`config.mk`:
```
export PLATFORM = sky130hd
export DESIGN_NAME = sb_rx_fsm_flat
export DESIGN_NICKNAME = d
export VERILOG_FILES = /design/src/rtl/sb_rx_fsm_if.sv /design/src/rtl/sb_rx_fsm.sv /design/src/flat_wrapper.sv
export SDC_FILE = /design/constraint.sdc
export NUM_CORES = 1
export LEC_CHECK = 0
export ABC_CLOCK_PERIOD_IN_PS = 2100
export CAP_MARGIN = 40
export CORE_MARGIN = 3
export CORE_UTILIZATION = 44
export CTS_BUF_LIST = sky130_fd_sc_hd__clkbuf_4 sky130_fd_sc_hd__clkbuf_8 sky130_fd_sc_hd__clkbuf_16
export DETAILED_ROUTE_END_ITERATION = 16
export HOLD_SLACK_MARGIN = 0.06
export PLACE_DENSITY = 0.82
export SETUP_SLACK_MARGIN = 0.15
export SLEW_MARGIN = 0
export SYNTH_ARGS = -nofsm -noshare
export SYNTH_HDL_FRONTEND = slang
export SYNTH_SLANG_ARGS = --single-unit
export TNS_END_PERCENT = 100
```
`constraint.sdc`:
```
create_clock -name i_clk -period 2.1 [get_ports i_clk]
set_input_delay 0.315 -clock i_clk [delete_from_list [all_inputs] [get_ports i_clk]]
set_output_delay 0.315 -clock i_clk [all_outputs]
set_load 0.02 [all_outputs]
```
`src/rtl/sb_rx_fsm_if.sv`:
```
// Sideband RX FSM bus: deserializer/decoder strobes in, pattern/message events out.
interface sb_rx_fsm_if;
  logic        i_de_ser_done;
  logic [63:0] i_deser_data;
  logic        i_state;
  logic        i_header_valid;
  logic        i_rdi_valid;
  logic        i_data_valid;

  logic        o_rx_sb_start_pattern;
  logic        o_rx_sb_pattern_samp_done;
  logic        o_header_enable;
  logic        o_rdi_enable;
  logic        o_data_enable;
  logic        o_msg_valid;
  logic        o_rdi_msg;
  logic        o_rx_rsp_delivered;
  logic        o_parity_error;
  logic        o_adapter_enable;

  // Stimulus / upstream side: drives the strobes, observes the events.
  modport master (
    output i_de_ser_done, i_deser_data, i_state,
           i_header_valid, i_rdi_valid, i_data_valid,
    input  o_rx_sb_start_pattern, o_rx_sb_pattern_samp_done,
           o_header_enable, o_rdi_enable, o_data_enable,
           o_msg_valid, o_rdi_msg, o_rx_rsp_delivered,
           o_parity_error, o_adapter_enable
  );

  // FSM side.
  modport slave (
    input  i_de_ser_done, i_deser_data, i_state,
           i_header_valid, i_rdi_valid, i_data_valid,
    output o_rx_sb_start_pattern, o_rx_sb_pattern_samp_done,
           o_header_enable, o_rdi_enable, o_data_enable,
           o_msg_valid, o_rdi_msg, o_rx_rsp_delivered,
           o_parity_error, o_adapter_enable
  );
endinterface

```
`src/rtl/sb_rx_fsm.sv`:
```
// Sideband receive FSM: locks onto the 0xAAAA.. pattern pair, then classifies
// each deserialized header (adapter / RDI / PHY message, with parity checks)
// and sequences the header, data and RDI decoders.
module sb_rx_fsm (
  input  logic           i_clk,
  input  logic           i_rst_n,
  sb_rx_fsm_if.slave     sb
);

  localparam logic [63:0] PATTERN    = 64'hAAAA_AAAA_AAAA_AAAA;
  localparam logic [4:0]  OP_WITH_DATA = 5'b11011;
  localparam logic [3:0]  MSG_RSP_LO   = 4'hA;

  typedef enum logic [2:0] {
    IDLE           = 3'd0,
    PATTERN_DETECT = 3'd1,
    GENERAL_DECODE = 3'd2,
    HEADER_DECODE  = 3'd3,
    DATA_WAIT      = 3'd4,
    DATA_DECODE    = 3'd5,
    RDI_DECODE     = 3'd6
  } state_t;

  state_t      r_state, w_nxt_state;

  // Only the header fields needed after the header word has gone are kept.
  logic [4:0]  r_hdr_opcode, w_nxt_hdr_opcode;
  logic [3:0]  r_hdr_msg_lo, w_nxt_hdr_msg_lo;
  logic        r_hdr_dp,     w_nxt_hdr_dp;

  logic r_start_pattern, r_samp_done, r_msg_valid, r_rdi_msg;
  logic r_rsp_delivered, r_parity_error, r_adapter_enable;
  logic w_start_pattern, w_samp_done, w_msg_valid, w_rdi_msg;
  logic w_rsp_delivered, w_parity_error, w_adapter_enable;

  logic w_is_pattern, w_cp_ok, w_dp_ok;

  assign w_is_pattern = (sb.i_deser_data == PATTERN);
  assign w_cp_ok      = (sb.i_deser_data[62] == ^sb.i_deser_data[61:0]);
  assign w_dp_ok      = (r_hdr_dp == ^sb.i_deser_data);

  // State, latched header fields and pulse outputs.
  always_ff @(posedge i_clk or negedge i_rst_n) begin
    if (!i_rst_n) begin
      r_state          <= IDLE;
      r_hdr_opcode     <= '0;
      r_hdr_msg_lo     <= '0;
      r_hdr_dp         <= 1'b0;
      r_start_pattern  <= 1'b0;
      r_samp_done      <= 1'b0;
      r_msg_valid      <= 1'b0;
      r_rdi_msg        <= 1'b0;
      r_rsp_delivered  <= 1'b0;
      r_parity_error   <= 1'b0;
      r_adapter_enable <= 1'b0;
    end else begin
      r_state          <= w_nxt_state;
      r_hdr_opcode     <= w_nxt_hdr_opcode;
      r_hdr_msg_lo     <= w_nxt_hdr_msg_lo;
      r_hdr_dp         <= w_nxt_hdr_dp;
      r_start_pattern  <= w_start_pattern;
      r_samp_done      <= w_samp_done;
      r_msg_valid      <= w_msg_valid;
      r_rdi_msg        <= w_rdi_msg;
      r_rsp_delivered  <= w_rsp_delivered;
      r_parity_error   <= w_parity_error;
      r_adapter_enable <= w_adapter_enable;
    end
  end

  // Next-state and pulse decode; strobes not consumed by the current state drop.
  always_comb begin
    w_nxt_state      = r_state;
    w_nxt_hdr_opcode = r_hdr_opcode;
    w_nxt_hdr_msg_lo = r_hdr_msg_lo;
    w_nxt_hdr_dp     = r_hdr_dp;
    w_start_pattern  = 1'b0;
    w_samp_done      = 1'b0;
    w_msg_valid      = 1'b0;
    w_rdi_msg        = 1'b0;
    w_rsp_delivered  = 1'b0;
    w_parity_error   = 1'b0;
    w_adapter_enable = 1'b0;

    case (r_state)
      IDLE: begin
        if (sb.i_de_ser_done && w_is_pattern) begin
          w_nxt_state     = PATTERN_DETECT;
          w_start_pattern = 1'b1;
        end
      end
      PATTERN_DETECT: begin
        if (sb.i_de_ser_done) begin
          if (!w_is_pattern) begin
            w_nxt_state = IDLE;
          end else if (sb.i_state) begin
            w_nxt_state = GENERAL_DECODE;
            w_samp_done = 1'b1;
          end
        end
      end
      GENERAL_DECODE: begin
        // Trailing pattern words after lock are dropped before any header check.
        if (sb.i_de_ser_done && !w_is_pattern) begin
          if (!w_cp_ok) begin
            w_parity_error = 1'b1;
          end else if (!sb.i_deser_data[56]) begin
            w_adapter_enable = 1'b1;
          end else if (sb.i_deser_data[21:18] == 4'h0) begin
            w_nxt_state = RDI_DECODE;
          end else begin
            w_nxt_state      = HEADER_DECODE;
            w_nxt_hdr_opcode = sb.i_deser_data[4:0];
            w_nxt_hdr_msg_lo = sb.i_deser_data[17:14];
            w_nxt_hdr_dp     = sb.i_deser_data[63];
          end
        end
      end
      HEADER_DECODE: begin
        if (sb.i_header_valid) begin
          if (r_hdr_opcode == OP_WITH_DATA) begin
            w_nxt_state = DATA_WAIT;
          end else begin
            w_nxt_state     = GENERAL_DECODE;
            w_msg_valid     = 1'b1;
            w_rsp_delivered = (r_hdr_msg_lo == MSG_RSP_LO);
          end
        end
      end
      DATA_WAIT: begin
        if (sb.i_de_ser_done) begin
          if (w_dp_ok) begin
            w_nxt_state = DATA_DECODE;
          end else begin
            w_nxt_state    = GENERAL_DECODE;
            w_parity_error = 1'b1;
          end
        end
      end
      DATA_DECODE: begin
        if (sb.i_data_valid) begin
          w_nxt_state     = GENERAL_DECODE;
          w_msg_valid     = 1'b1;
          w_rsp_delivered = (r_hdr_msg_lo == MSG_RSP_LO);
        end
      end
      RDI_DECODE: begin
        if (sb.i_rdi_valid) begin
          w_nxt_state = GENERAL_DECODE;
          w_rdi_msg   = 1'b1;
        end
      end
      default: w_nxt_state = IDLE;
    endcase
  end

  assign sb.o_rx_sb_start_pattern     = r_start_pattern;
  assign sb.o_rx_sb_pattern_samp_done = r_samp_done;
  assign sb.o_msg_valid               = r_msg_valid;
  assign sb.o_rdi_msg                 = r_rdi_msg;
  assign sb.o_rx_rsp_delivered        = r_rsp_delivered;
  assign sb.o_parity_error            = r_parity_error;
  assign sb.o_adapter_enable          = r_adapter_enable;

  // Decoder enables follow the registered state directly.
  assign sb.o_header_enable = (r_state == HEADER_DECODE);
  assign sb.o_data_enable   = (r_state == DATA_DECODE);
  assign sb.o_rdi_enable    = (r_state == RDI_DECODE);

endmodule

```
`src/flat_wrapper.sv`:
```
// flat-port wrapper written by rule: the top's interface ports become plain ports
module sb_rx_fsm_flat 
  (i_clk, i_rst_n, sb_i_de_ser_done, sb_i_deser_data, sb_i_state, sb_i_header_valid, sb_i_rdi_valid, sb_i_data_valid, sb_o_rx_sb_start_pattern, sb_o_rx_sb_pattern_samp_done, sb_o_header_enable, sb_o_rdi_enable, sb_o_data_enable, sb_o_msg_valid, sb_o_rdi_msg, sb_o_rx_rsp_delivered, sb_o_parity_error, sb_o_adapter_enable);
  sb_rx_fsm_if sb_i ();
  input  logic i_clk;
  input  logic i_rst_n;
  input wire logic [$bits(sb_i.i_de_ser_done)-1:0] sb_i_de_ser_done;
  input wire logic [$bits(sb_i.i_deser_data)-1:0] sb_i_deser_data;
  input wire logic [$bits(sb_i.i_state)-1:0] sb_i_state;
  input wire logic [$bits(sb_i.i_header_valid)-1:0] sb_i_header_valid;
  input wire logic [$bits(sb_i.i_rdi_valid)-1:0] sb_i_rdi_valid;
  input wire logic [$bits(sb_i.i_data_valid)-1:0] sb_i_data_valid;
  output wire logic [$bits(sb_i.o_rx_sb_start_pattern)-1:0] sb_o_rx_sb_start_pattern;
  output wire logic [$bits(sb_i.o_rx_sb_pattern_samp_done)-1:0] sb_o_rx_sb_pattern_samp_done;
  output wire logic [$bits(sb_i.o_header_enable)-1:0] sb_o_header_enable;
  output wire logic [$bits(sb_i.o_rdi_enable)-1:0] sb_o_rdi_enable;
  output wire logic [$bits(sb_i.o_data_enable)-1:0] sb_o_data_enable;
  output wire logic [$bits(sb_i.o_msg_valid)-1:0] sb_o_msg_valid;
  output wire logic [$bits(sb_i.o_rdi_msg)-1:0] sb_o_rdi_msg;
  output wire logic [$bits(sb_i.o_rx_rsp_delivered)-1:0] sb_o_rx_rsp_delivered;
  output wire logic [$bits(sb_i.o_parity_error)-1:0] sb_o_parity_error;
  output wire logic [$bits(sb_i.o_adapter_enable)-1:0] sb_o_adapter_enable;
  assign sb_i.i_de_ser_done = sb_i_de_ser_done;
  assign sb_i.i_deser_data = sb_i_deser_data;
  assign sb_i.i_state = sb_i_state;
  assign sb_i.i_header_valid = sb_i_header_valid;
  assign sb_i.i_rdi_valid = sb_i_rdi_valid;
  assign sb_i.i_data_valid = sb_i_data_valid;
  assign sb_o_rx_sb_start_pattern = sb_i.o_rx_sb_start_pattern;
  assign sb_o_rx_sb_pattern_samp_done = sb_i.o_rx_sb_pattern_samp_done;
  assign sb_o_header_enable = sb_i.o_header_enable;
  assign sb_o_rdi_enable = sb_i.o_rdi_enable;
  assign sb_o_data_enable = sb_i.o_data_enable;
  assign sb_o_msg_valid = sb_i.o_msg_valid;
  assign sb_o_rdi_msg = sb_i.o_rdi_msg;
  assign sb_o_rx_rsp_delivered = sb_i.o_rx_rsp_delivered;
  assign sb_o_parity_error = sb_i.o_parity_error;
  assign sb_o_adapter_enable = sb_i.o_adapter_enable;
  sb_rx_fsm u_core (.i_clk(i_clk), .i_rst_n(i_rst_n), .sb(sb_i));
endmodule
```
==> results_dict.tcl <==
set metrics [dict create \
    synth_area_mm2 0.00195 \
    synth_edf_count 0 \
    synth_seq_area_share 0.256 \
    drt-pass1-iter-count 4 \
    reg2regPathDepth 4 \
    grt_max_degree 21 \
    final_nets 409 \
    crit_path_start_kind "primary input" \
    timing.final.crit_period_ns 2.92 \
    skew_ns 0.00670 \
    cts_buffer_depth 2 \
    required_ns 2.29 \
    ff_latch_area_um2 502 \
    syn_inst 202 \
    slowest_stage "xnor3_1" \
    synth_area_leader_cell "dfrtp_1" \
    period_share 1.39 \
    fin_total_pwr_uw 3440 \
    drt_first_iter_violations 303 \
    core_mm2 0.00414 \
    clk_pin_slew_ns 0.08 \
    areaGrowthSynthToFinish_pct 82.1 \
    cts_made_buffers 3 \
    drv_slew 0 \
    synth_top_area_frac 0.256 \
    hold_depth 2 \
    path_cells "buf_8 -> inv_8 -> ha_4 -> xnor3_1 -> xnor3_1 -> xnor3_1 -> xnor3_4 -> buf_4 -> xnor2_1 -> a2111o_1 -> a21oi_2" \
    grt_pass1_wl_mm 9.27 \
    ff2ff_setup_slack_ns 0.13 \
    setup_viol 15 \
    critical_path_class "primary input to register" \
    worstReg2RegEnd "u_core.r_hdr_opcode[0]" \
    yosys-top-cells-area "dfrtp_1, ha_1, xnor2_1" \
    cts_max_level 1 \
    cts_num_sinks 20 \
    worstHoldStart "sb_i_deser_data[4]" \
    max_freq_ghz 0.342 \
    hold_viol 0 \
    setup_ws_ns -0.824 \
    relSlewSlack 0.538 \
    worst_pin_slew_ns 0.689 \
    via_per_inst 5.67 \
    grt_pass1_vias 2017 \
    initial_utilization 0.471 \
    reg2reg_from "u_core.r_state[2]" \
    dieArea_mm2 0.00527 \
    setup_tns_ns -11.64 \
    cp_common_cell "xnor3_1" \
    drive_above_1_share 0.399 \
    num_vias 2006 \
    ys_warn_count 0 \
    antenna_found_initial 0 \
    status "complete, but fails checks" \
    leakage_uw 0.00173 \
    crit_fanout 3 \
    avgSynthCellArea_um2 9.67 \
    grt_setup_unrepaired "true" \
    dp_hpwl_mm 4.19 \
    wl_per_cell_um 20.0 \
    drv_cap 0 \
    place_congestion 0.875 \
    place_ws_ns -1.24 \
    grtUsageTotal 0.228 \
    clock_latency_ns 0.26 \
    io_pins 81 \
    synth_flop_cell "dfrtp_1" \
    nFillCells 203 \
    synthArstFlopShare 1.00 \
    port_buffers 80 \
    cts-root-buf "clkbuf_8" \
    multi_input_area_mm2 0.00182 \
    die_h_um 72.6 \
    min_path_type "primary input to register" \
    crit_path_end_kind "register" \
    peakVddDrop_v 0.000678 \
    ant_nets 0 \
    slowest_delay_ns 0.41 \
    yosysMostFrequentCell "inv_1" \
    synthTopCellsByCount "inv_1, ha_1, xnor2_1, dfrtp_1, mux2_2" \
    power.density_mw_per_mm2 968 \
    die_w_um 72.6 \
    ys_ff_latch 20 \
    drc_errors 0 \
    grt-ovfl-total 0 \
    syn_nets 307 \
    drt-total-wl_mm 7.07 \
    cts_tree "built" \
    failed_checks "setup timing" \
    yosys.cell_types.count 41 \
    hold_end "u_core.r_hdr_opcode[4]" \
    arrival_ns 3.12 \
    num_rows 23 \
]
==> worst max-delay path by stage <==
stage	start	endpoint	slack, ns	depth (start not counted)
after detailed placement	sb_i_deser_data[34]	u_core.r_hdr_dp	-1.24	10
after CTS	sb_i_deser_data[34]	u_core.r_hdr_opcode[0]	-0.74	10
final	sb_i_deser_data[34]	u_core.r_state[0]	-0.82	11
after global routing	sb_i_deser_data[25]	u_core.r_state[0]	-0.94	10
after floorplan	sb_i_deser_data[34]	u_core.r_hdr_dp	-0.50	9
after global placement	sb_i_deser_data[34]	u_core.r_hdr_dp	-1.19	10
==> worst max-delay path: cells and delay by family <==
family	cells	cell delay, ns
xor gates and xnor gates	5	1.71
AOI/OAI and AO/OA	2	0.57
buffers and inverters	3	0.28
adders and majority gates	1	0.23
==> sequential cells by signal, summed over array words and instances, names as in the netlist <==
signal	cells
u_core.r_hdr_dp	1
u_core.r_hdr_msg_lo	4
u_core.r_hdr_opcode	5
u_core.r_state	3
u_core.sb.o_adapter_enable	1
u_core.sb.o_msg_valid	1
u_core.sb.o_parity_error	1
u_core.sb.o_rdi_msg	1
u_core.sb.o_rx_rsp_delivered	1
u_core.sb.o_rx_sb_pattern_samp_done	1
u_core.sb.o_rx_sb_start_pattern	1
==> repair_timing <==
item	4_1_cts	5_1_grt
hold buffers	0	0
cloned	1	0
endpoints found under the setup margin	19	19
buffers inserted	1	3
pin swaps	38	23
resized for setup	94	58
==> kinds of logic after synthesis <==
logic type               after synthesis  synth area share
AND/OR/NAND/NOR                       46             0.142
buffers and inverters                 40            0.0775
adder cells (fa/ha/maj)               34             0.218
XOR/XNOR                              30             0.174
AO/OA/AOI/OAI                         21            0.0698
flip-flops                            20             0.256
multiplexers                          11            0.0628
==> area by class of cell <==
class | instances | share of cell area
Antenna cell | 1 | 0.000704
Clock buffer | 4 | 0.0155
Inverter | 36 | 0.0401
Multi-Input combinational cell | 143 | 0.512
Sequential cell | 20 | 0.141
Tap cell | 50 | 0.0176
Timing Repair Buffer | 100 | 0.273
==> metal layers <==
layer	track usage	routed length [µm]	up-vias
li1	-	-	895
met1	0.266	2550	993
met2	0.423	4000	97
met3	0.0455	356	21
met4	0.0574	155	0
met5	0	0	-
==> power breakdown <==
| group | leakage [µW] | switching [µW] | internal [µW] | total [µW] |
|---|---|---|---|---|
| Combinational | 0.00144 | 1130 | 1400 | 2530 |
| Clock | 0.0000288 | 131 | 167 | 298 |
| Sequential | 0.000258 | 102 | 515 | 617 |
==> cells in the final DEF (no fill, tap or decap), types with 3 or more instances in the layout <==
master | synthesis | layout
dlygate4sd2_1 | 0 | 22
dlymetal6s2s_1 | 0 | 19
nand3_1 | 3 | 3
inv_1 | 36 | 11
xnor2_1 | 22 | 10
clkbuf_8 | 0 | 4
ha_1 | 34 | 3
nand4_1 | 9 | 9
and3_1 | 3 | 3
a21oi_1 | 7 | 5
buf_6 | 0 | 3
nor2_1 | 9 | 9
mux2_2 | 10 | 8
clkdlybuf4s15_1 | 0 | 4
xnor2_2 | 0 | 11
dfrtp_1 | 20 | 19
ha_4 | 0 | 27
o21ai_0 | 5 | 5
nand2_1 | 6 | 6
ha_2 | 0 | 4
xnor3_1 | 3 | 3
clkdlybuf4s50_1 | 0 | 30
buf_4 | 0 | 18
inv_2 | 0 | 24
==> through the flow <==
stage               hold slack, ns  cells  cell area [µm²]  utilization
finish                       0.322    354             3560        0.858
global route                 0.324    353             3550        0.857
CTS                          0.408    350             3310        0.799
detailed placement           0.486    344             2960        0.713
global placement             0.481    344             2960        0.713
floorplan                   0.0194    202             1990            -
(Power assumes the default switching activity.)
